--- src/rtl/stopwatch_ctrl.sv ---
// stopwatch_ctrl: debounced three-key BCD stopwatch / countdown timer.
//   clk      system clock
//   rst      synchronous active-high reset
//   KEY[2:0] raw active-low keys: [0]=start/pause, [1]=clear, [2]=direction
//   HEX      NUM_DIGITS active-low seven-segment digits, digit i at [7i+6:7i] (gfedcba)
//   LED_RED  status bar: [0]=RUN [1]=DOWN [2]=PAUSE [3]=tick, all ones in DONE
// Optional: define LEADING_ZERO_BLANK_EN to blank leading-zero digits above digit 0.
module stopwatch_ctrl #(
  parameter int NUM_DIGITS = 4,
  parameter int TICK_DIV = 50000000,
  parameter int DEBOUNCE_CYCLES = 16,
  parameter logic [4*NUM_DIGITS-1:0] PRESET = 'h0030,
  parameter int LED_W = 10
) (
  input  logic                    clk,
  input  logic                    rst,
  input  logic [2:0]              KEY,
  output logic [7*NUM_DIGITS-1:0] HEX,
  output logic [LED_W-1:0]        LED_RED
);
  localparam int CW = 4 * NUM_DIGITS;
  localparam int PW = $clog2(TICK_DIV);
  localparam int DW = (DEBOUNCE_CYCLES > 1) ? $clog2(DEBOUNCE_CYCLES) : 1;

  localparam logic [1:0] S_IDLE  = 2'd0;
  localparam logic [1:0] S_RUN   = 2'd1;
  localparam logic [1:0] S_PAUSE = 2'd2;
  localparam logic [1:0] S_DONE  = 2'd3;

  logic [2:0]         sync1_q, sync1_d, sync2_q, sync2_d;
  logic [1:0]         vld_q, vld_d;
  logic [2:0]         acc_q, acc_d, arm_q, arm_d, press;
  logic [2:0][DW-1:0] dbc_q, dbc_d;
  logic [1:0]         state_q, state_d;
  logic               dir_q, dir_d, tick;
  logic [CW-1:0]      cnt_q, cnt_d;
  logic [PW-1:0]      pre_q, pre_d;
  logic [7*NUM_DIGITS-1:0] hex_q, hex_d;
  logic [LED_W-1:0]   led_q, led_d;
  logic               k0, k1, k2;

  function automatic logic [6:0] seg7(input logic [3:0] d);
    case (d)
      4'd0: seg7 = 7'h40; 4'd1: seg7 = 7'h79; 4'd2: seg7 = 7'h24; 4'd3: seg7 = 7'h30;
      4'd4: seg7 = 7'h19; 4'd5: seg7 = 7'h12; 4'd6: seg7 = 7'h02; 4'd7: seg7 = 7'h78;
      4'd8: seg7 = 7'h00; 4'd9: seg7 = 7'h10;
      default: seg7 = 7'h7F;
    endcase
  endfunction

  // One BCD increment/decrement with decimal carry/borrow rippling upward.
  function automatic logic [CW-1:0] bcd_step(input logic [CW-1:0] v, input logic down);
    logic c;
    logic [3:0] d;
    bcd_step = v;
    c = 1'b1;
    for (int i = 0; i < NUM_DIGITS; i++) begin
      d = v[4*i +: 4];
      if (c) begin
        if (down) begin
          if (d == 4'd0) d = 4'd9;
          else begin d = d - 4'd1; c = 1'b0; end
        end else begin
          if (d == 4'd9) d = 4'd0;
          else begin d = d + 4'd1; c = 1'b0; end
        end
      end
      bcd_step[4*i +: 4] = d;
    end
  endfunction

  // Key path. vld marks when sync2 holds post-reset samples. A key is only
  // armed after a stable released level has been seen, so a key held through
  // reset yields no event until it is released and pressed again.
  always_comb begin
    sync1_d = KEY;
    sync2_d = sync1_q;
    vld_d   = {vld_q[0], 1'b1};
    acc_d   = acc_q;
    arm_d   = arm_q;
    press   = '0;
    dbc_d   = '0;
    for (int k = 0; k < 3; k++) begin
      // Unarmed keys compare against "pressed" to detect the first release.
      if (vld_q[1] && (sync2_q[k] != (arm_q[k] & acc_q[k]))) begin
        if (dbc_q[k] == DW'(DEBOUNCE_CYCLES - 1)) begin
          if (arm_q[k]) begin
            acc_d[k] = sync2_q[k];
            press[k] = ~sync2_q[k];
          end else begin
            arm_d[k] = 1'b1;
          end
        end else begin
          dbc_d[k] = dbc_q[k] + DW'(1);
        end
      end
    end
  end

  assign k1 = press[1];
  assign k0 = press[0] & ~press[1];
  assign k2 = press[2] & ~press[1] & ~press[0];
  assign tick = (state_q == S_RUN) && (pre_q == PW'(TICK_DIV - 1));

  always_comb begin
    state_d = state_q;
    dir_d   = dir_q;
    cnt_d   = cnt_q;
    pre_d   = pre_q;
    case (state_q)
      S_IDLE: begin
        pre_d = '0;
        if (k0) state_d = S_RUN;
        else if (k2) begin
          dir_d = ~dir_q;
          cnt_d = ~dir_q ? PRESET : '0;
        end
      end
      S_RUN: begin
        pre_d = tick ? '0 : pre_q + PW'(1);
        if (dir_q && cnt_q == '0) begin
          state_d = S_DONE;
          pre_d   = '0;
        end else begin
          if (tick) begin
            cnt_d = bcd_step(cnt_q, dir_q);
            if (dir_q && cnt_d == '0) begin
              state_d = S_DONE;
              pre_d   = '0;
            end
          end
          // Reaching zero takes precedence over a coincident pause.
          if (state_d == S_RUN && k0) state_d = S_PAUSE;
        end
      end
      S_PAUSE: begin
        if (k1) begin
          state_d = S_IDLE;
          pre_d   = '0;
          cnt_d   = dir_q ? PRESET : '0;
        end else if (k0) state_d = S_RUN;
        else if (k2) begin
          dir_d = ~dir_q;
          cnt_d = ~dir_q ? PRESET : '0;
        end
      end
      default: begin
        pre_d = '0;
        if (k0 || k1) begin
          state_d = S_IDLE;
          cnt_d   = dir_q ? PRESET : '0;
        end
      end
    endcase
  end

  always_comb begin
    logic lead;
    logic [3:0] d;
    hex_d = '0;
    lead  = 1'b1;
    for (int i = NUM_DIGITS - 1; i >= 0; i--) begin
      d = cnt_q[4*i +: 4];
      hex_d[7*i +: 7] = seg7(d);
      lead = lead & (d == 4'd0);
`ifdef LEADING_ZERO_BLANK_EN
      if (i > 0 && lead) hex_d[7*i +: 7] = 7'h7F;
`endif
    end
    led_d    = '0;
    led_d[0] = (state_q == S_RUN);
    led_d[1] = dir_q;
    led_d[2] = (state_q == S_PAUSE);
    led_d[3] = tick;
    if (state_q == S_DONE) led_d = '1;
  end

  always_ff @(posedge clk) begin
    if (rst) begin
      sync1_q <= '1;
      sync2_q <= '1;
      vld_q   <= '0;
      acc_q   <= '1;
      arm_q   <= '0;
      dbc_q   <= '0;
      state_q <= S_IDLE;
      dir_q   <= 1'b0;
      cnt_q   <= '0;
      pre_q   <= '0;
      hex_q   <= {NUM_DIGITS{7'h40}};
      led_q   <= '0;
    end else begin
      sync1_q <= sync1_d;
      sync2_q <= sync2_d;
      vld_q   <= vld_d;
      acc_q   <= acc_d;
      arm_q   <= arm_d;
      dbc_q   <= dbc_d;
      state_q <= state_d;
      dir_q   <= dir_d;
      cnt_q   <= cnt_d;
      pre_q   <= pre_d;
      hex_q   <= hex_d;
      led_q   <= led_d;
    end
  end

  assign HEX     = hex_q;
  assign LED_RED = led_q;
endmodule

--- config.mk ---
export PLATFORM = sky130hd
export DESIGN_NAME = stopwatch_ctrl
export DESIGN_NICKNAME = d
export VERILOG_FILES = /design/src/rtl/stopwatch_ctrl.sv
export SDC_FILE = /design/constraint.sdc
export NUM_CORES = 1
export LEC_CHECK = 0
export ABC_AREA = 1
export CAP_MARGIN = 10
export CORE_ASPECT_RATIO = 0.75
export CORE_UTILIZATION = 50
export CTS_BUF_LIST = sky130_fd_sc_hd__clkbuf_4 sky130_fd_sc_hd__clkbuf_8 sky130_fd_sc_hd__clkbuf_16
export DETAILED_ROUTE_END_ITERATION = 7
export GPL_TIMING_DRIVEN = 0
export MAX_ROUTING_LAYER = met4
export PLACE_DENSITY = 0.81
export RECOVER_POWER = 50
export SLEW_MARGIN = 20
export SYNTH_ARGS = -nofsm -noshare
export SYNTH_HDL_FRONTEND = slang
export SYNTH_SLANG_ARGS = --single-unit
--- constraint.sdc ---
create_clock -name clk -period 2.38 [get_ports clk]
set_input_delay 0.357 -clock clk [delete_from_list [all_inputs] [get_ports clk]]
set_output_delay 0.357 -clock clk [all_outputs]
set_load 0.005 [all_outputs]
### Yosys cells after proc, flatten, opt, wreduce, memory -nomap -nowiden

Memories as Yosys holds them, arrays and structs flattened. A register that Yosys moved wholly into a read port is not among the register bits.
Cells that the tools add are included.

| word-level totals | value |
|---|---|
| memories kept | 4 |
| bits of input ports | 5 |
| bits in registers | 81 |
| memory bits (read-only) | 448 |

| cells by class | value |
|---|---|
| reduce and logical (&&, ||, !) cells | 28 |
| equal/unequal tests | 19 |
| add/sub/neg operators | 12 |
| muxes and demuxes | 87 |
| bitwise gates (word level) | 15 |

Memory list:

| memory | words | bits a word | read ports | clocked after memory_dff | write ports | RTL line | RTL |
|---|---|---|---|---|---|---|---|
| (no name shown) | 16 | 7 | 1 | 1 | 0 | 43 | `case (d)` |
| (no name shown) | 16 | 7 | 1 | 1 | 0 | 43 |  |
| (no name shown) | 16 | 7 | 1 | 1 | 0 | 43 |  |
| (no name shown) | 16 | 7 | 1 | 1 | 0 | 43 |  |

Operators with widths:

| operator | number |
|---|---|
| two-way mux 26 bit | 5 |
| two-way mux 4 bit | 27 |
| two-way mux 16 bit | 6 |
| one-hot mux 26 bit (2 select lines) | 1 |
| one-hot mux 16 bit (3 select lines) | 1 |
| two-way mux 1 bit | 33 |
| zero test 16 bit | 2 |
| adder 4 x 1 -> 4 bit, second input constant | 7 |
| == test 4 bit, second input constant | 7 |
| adder 26 x 1 -> 26 bit, second input constant | 1 |
| == test 26 bit, second input constant | 1 |
| two-way mux 2 bit | 9 |
| zero test 4 bit | 4 |
| subtractor 4 x 1 -> 4 bit, second input constant | 4 |
| two-way mux 6 bit | 2 |
| AND reduction 3 bit | 4 |
| two-way mux 10 bit | 1 |
| NOT 1 bit | 9 |
| OR reduction 3 bit | 3 |
| inequality test 2 bit, second input constant | 4 |
| AND reduction 2 bit | 4 |
| logical AND 1 bit | 7 |
| AND 1 bit | 6 |
| one-hot mux 2 bit (3 select lines) | 1 |
| other kinds (8) | 12 |

### Logic depth before layout (Yosys ltp)

Gate-level depths: netlist of run 1.

| logic depth | value |
|---|---|
| word-level depth | 29 |
| mapped depth | 15 |
| gate-level depth less buffers | 15 |

### Worst setup path before layout of run 1

No wires, ideal clock.

| path | value |
|---|---|
| path kind | register to register |
| start | reg cnt_q[8] |
| end | reg state_q[0] |
| slack | 0.528 ns |
| stages on the path, launching flop included | 16 |
| buffers on the path | 0 |
| clock period less this slack | 1.852 ns |
| data arrival time | 1.744 ns |
| data required time | 2.271 ns |
| library setup time | 0.109 ns |
| path through | dfxtp_1 > inv_1 > ha_1 > ha_1 > nor2_1 > nand2_1 > nand2_1 > nand3_1 > nand2_1 > nor2_1 > nand2_1 > nor2_1 > nand3_1 > nand3_1 > nand2_1 > inv_1 |

| on the way | value |
|---|---|
| longest elaborated chain between the ends | 22 |
| elaborated cells on any way between the ends | 35 |
| those cells by class | 2 x add/sub; 2 x eq/ne; 25 x mux; 6 x reduce/logical |

Ends and longest elaborated chain:

| item | RTL line | RTL |
|---|---|---|
| from (decl) | 36 | `logic [CW-1:0] cnt_q, cnt_d;` |
| from (signal assigned) | 201 | `cnt_q <= cnt_d;` |
| == test 4 bit or zero test 4 bit (tied branches) | - |  |
| two-way mux 1 bit (on tied branches) | 64, 61 |  |
| two-way mux 1 bit | 60 | `if (down) begin` |
| two-way mux 1 bit | 59 | `if (c) begin` |
| two-way mux 1 bit | 125 | `if (tick) begin` |
| two-way mux 1 bit | 121 | `if (dir_q && cnt_q == '0) begin` |
| two-way mux 1 bit | 110 | `case (state_q)` |
| two-way mux 4 bit | 59 |  |
| (+6 left out) | - |  |
| two-way mux 2 bit | 125 |  |
| two-way mux 2 bit | 121 |  |
| two-way mux 2 bit | 110 |  |
| == test 2 x 1 -> 1 bit | 133 | `if (state_d == S_RUN && k0) state_d = S_PAUSE;` |
| logical AND 1 bit | 133 |  |
| two-way mux 2 bit | 133 |  |
| two-way mux 2 bit * | 121 |  |
| one-hot mux 2 bit (3 select lines) * | 110 |  |
| to (signal assigned) | 199 | `state_q <= state_d;` |
| to (decl) | 34 | `logic [1:0] state_q, state_d;` |

Mark *: on every way between the ends. The rest lies on a longest branch, timed or not. The select of a mux whose other input is x is not followed.
A chain may end at the register's enable or synchronous reset.

### Worst setup path after layout of run 1

| path | value |
|---|---|
| start | reg cnt_q[13] |
| end | reg pre_q[11] |

| on the way | value |
|---|---|
| longest elaborated chain between the ends | 13 |
| elaborated cells on any way between the ends | 19 |
| those cells by class | 2 x add/sub; 1 x eq/ne; 11 x mux; 5 x reduce/logical |

Ends and longest elaborated chain:

| item | RTL line | RTL |
|---|---|---|
| adder 4 x 1 -> 4 bit, or another cell as far along | 65 | `else begin d = d + 4'd1; c = 1'b0; end` |
| two-way mux 4 bit (on tied branches) | 64, 61 |  |
| two-way mux 4 bit | 60 |  |
| two-way mux 4 bit | 59 |  |
| two-way mux 4 bit | 125 |  |
| two-way mux 4 bit | 121 |  |
| two-way mux 4 bit | 110 |  |
| zero test 16 bit | 127 | `if (dir_q && cnt_d == '0) begin` |
| logical AND 1 bit | 127 |  |
| two-way mux 26 bit | 127 |  |
| two-way mux 26 bit | 125 |  |
| two-way mux 26 bit * | 121 |  |
| one-hot mux 26 bit (2 select lines) * | 110 |  |
| to (signal assigned) | 202 | `pre_q <= pre_d;` |
| to (decl) | 37 | `logic [PW-1:0] pre_q, pre_d;` |

Marks and branches as above.

==> run metrics, run 1 <==
sequential share of power 51.1%; Residual DRC 0; Slew headroom 49.91%; placed cells 1040; CTS hold repair buffers 0; dominant synthesized flop cell dfxtp_1; sequence of cells on the critical path inv_1 > ha_1 > nand2_1 > nor2_1 > nand3_1 > nand2_1 > inv_1 > nand2_2 > inv_4 > buf_6 > nand3_1 > a21oi_1; pwr dens 501.1 mW/mm^2; share of cells above drive strength 1 13.35%; storage element area 0.002086 mm^2; chip height 95.99 um; CTS H-tree lvls 3; post-route insts no fill 1056; Seq/Total Area, Yosys 35.35%; Total GRT Usage 25.54%; n_diodes 0; Post-synth EDFFs 0; slowest CP cell dfxtp_1; Net Sw Frac 21.05%; max cap viols 0; die width 127.3 um; CTS sink count 104; VDD IR max 0.3414 mV; Final Setup Violations 0; First DRT Iteration DRCs 533; f_max 451.9 MHz; initial antenna violation count 0; total power 3.429 mW; Mapped Cells 841; largest net degree at the start of global routing 18; CTS Root Cell clkbuf_16; post-layout util 61.15%; Post-CTS Resized 0; GPL Wtd Cong 0.9240; Net Count, Synth 870; Ports 43; vias in the first global route 4914; via count 5601; clock buffer count from CTS 9; multi-input logic area 0.003237 mm^2; Synth area leader dfxtp_1; Final ANT Viol Nets 0; Max clock buf depth 2; max-slew violation count 0; run status finished, final reports clean; WL/cell 13.53 um; register clock-pin slew on the reported worst setup and hold paths 0.07 ns; Setup TNS 0 ns; clock share of power 46.9%; postcts setup bufs 0; syn_area_per_cell 7.003 um^2; 1st-pass router iterations 6; die area 0.01222 mm^2; Setup crit start kind flip-flop; Post-Syn Area 0.005889 mm^2; worst-path maximum fanout 10; min Tclk post-route 2.213 ns; gr ovfl total 0; Vias/cell 5.304; Slew @ Worst Pin 0.7514 ns; skew final 0.008895 ns; first-pass GRT wire length 23830 um; P_leak 2.803 nW; Req. time, crit path 2.66 ns; Worst EP arrival 2.49 ns; Worst path max stage delay 0.46 ns; fillers 991; Final Hold Vio Count 0; Synth top area share 35.35%; Port Buf Inserts 42; HP Class reg -> reg; crit path kind reg -> reg; CP Capture Type flip-flop; clk_lat worst skew 0.35 ns; flops & latches, synth 104; Synth async-reset ratio 0%; Core ar. 0.01119 mm^2; Ys Warns 0; Rows 33; top cells by area, synth dfxtp_1 (35%), nand2_1 (12%), nand3_1 (5.9%); Initial Util 52.63%; WL final 14290 um; post-synth cell types 46; Internal 2.707 mW; Comb power frac 1.9%; NetSw 0.7217 mW; Area Overhead vs Synth 16.19%; DP HPWL 10250 um; # nets final 923; CTS tree yes; Final Cycle Share 92.98%
synth_stat cells (all sizes together) (14+ instances only):
cell and number:
o21ai 31, ha 24, nand3 77, or2 14, a21oi 74, nor2 104, buf 23, inv 90
nand2 214, dfxtp 104, nand4 19
worst paths after layout:
| path | cells past startpoint | start | to | slack (ns) |
|---|---|---|---|---|
| worst max-delay path | 12 | cnt_q[13]$_SDFFE_PP0P_ | pre_q[11]$_SDFFE_PP0P_ | 0.17 |
| worst min-delay path | 2 | vld_q[0]$_DFF_P_ | vld_q[1]$_SDFF_PP0_ | 0.41 |
| worst max register to register | 12 | cnt_q[13]$_SDFFE_PP0P_ | pre_q[11]$_SDFFE_PP0P_ | 0.17 |
| worst min register to register | 2 | vld_q[0]$_DFF_P_ | vld_q[1]$_SDFF_PP0_ | 0.41 |
layer usage:
layer  vias to the layer above  GRT usage (%)  part of all wire, %  wire (um)
met5                         -              -                    0          0
met4                         0          7.738                  1.4        197
met1                      2507          35.90                   50       7215
met2                       216          36.93                   41       5826
met3                        22          4.780                  7.4       1053
li1                       2856              -                    -          -
per-stage QoR:
stage	hold WS (ns)	area (um^2)	worst slack, ns
2_1_floorplan	0.3883	5889	0.5275
3_3_place_gp	0.3901	6506	0.1530
3_5_place_dp	0.3978	6506	0.1140
4_1_cts	0.4098	6832	0.07165
5_1_grt	0.4225	6843	-0.0009861
6_report	0.4067	6843	0.1672
kinds of logic after synthesis:
family          after synthesis  synth area share (%)
simple gates                449                 35.14
compound gates              131                 13.41
buf+inv                     125                 9.815
flops                       104                 35.35
fa+ha+maj                    24                 5.099
xor+xnor                      8                 1.190
cell usage in the layout, fill, tap and decap left out, drive strengths merged, types with 2 or more instances in the layout:
master,n
o21ai,31
nor3,11
a211oi,2
nand2,214
nor3b,2
clkbuf,20
ha,24
dlygate4sd3,33
nand4,19
xor2,7
a21oi,74
o31ai,7
clkinv,4
buf,23
dfxtp,104
nor4,3
nand3b,4
or2,14
inv,91
o211ai,11
nor2,104
nand3,77
a31oi,2
bufinv,2
clkdlybuf4s50,9
power by group through the flow:
stage | sequential [mW] | clock [mW] | combinational (mW)
after floorplan | 1.79 | 0 | 0.0390
after global placement | 1.79 | 0 | 0.0655
after detailed placement | 1.79 | 0 | 0.0662
after CTS | 1.75 | 1.63 | 0.0663
after global routing | 1.75 | 1.70 | 0.0725
final | 1.75 | 1.61 | 0.0664
layout make-up:
class	count	share of cell area, %
flip-flops and latches	104	30.48
plain buffers	33	3.328
well taps	157	2.871
clock buffers	10	3.401
repair buffers	42	6.144
multi-input cells	612	47.30
clock inverters	6	1.353
inverters	92	5.120
flip-flops by register name, indices dropped and copies added (netlist names):
register / count
dir_q: 1
sync2_q: 3
sync1_q: 3
state_q: 2
arm_q: 3
pre_q: 26
dbc_q: 12
vld_q: 2
LED_RED: 5
acc_q: 3
HEX: 28
cnt_q: 16
worst max-delay path, delay by kind of cell, from the launching register on:
kind	cells	cell delay, ns
AOI/OAI and AO/OA	1	0.11
DFF	1	0.46
adders and majority gates	1	0.25
buffers and inverters	4	0.59
and+or+nand+nor	6	0.71
Note: power is estimated with default switching activity, not from simulation.
==> inputs of run 2 (changes only) <==
==> constraint.sdc (replaced) <==
create_clock -name clk -period 2.38 [get_ports clk]
set_input_delay 0.238 -clock clk [delete_from_list [all_inputs] [get_ports clk]]
set_output_delay 0.238 -clock clk [all_outputs]
set_load 0.005 [all_outputs]
==> results of run 2 <==
No change in the layout: final DEF, timing and power equal those of run 1.
==> inputs of run 3 (changes only) <==
--- a/config.mk
+++ b/config.mk
@@ -19,3 +19,4 @@
 export SYNTH_ARGS = -nofsm -noshare
 export SYNTH_HDL_FRONTEND = slang
 export SYNTH_SLANG_ARGS = --single-unit
+export TNS_END_PERCENT = 50
==> results of run 3 <==
No change in the layout: final DEF, timing and power equal those of run 1.
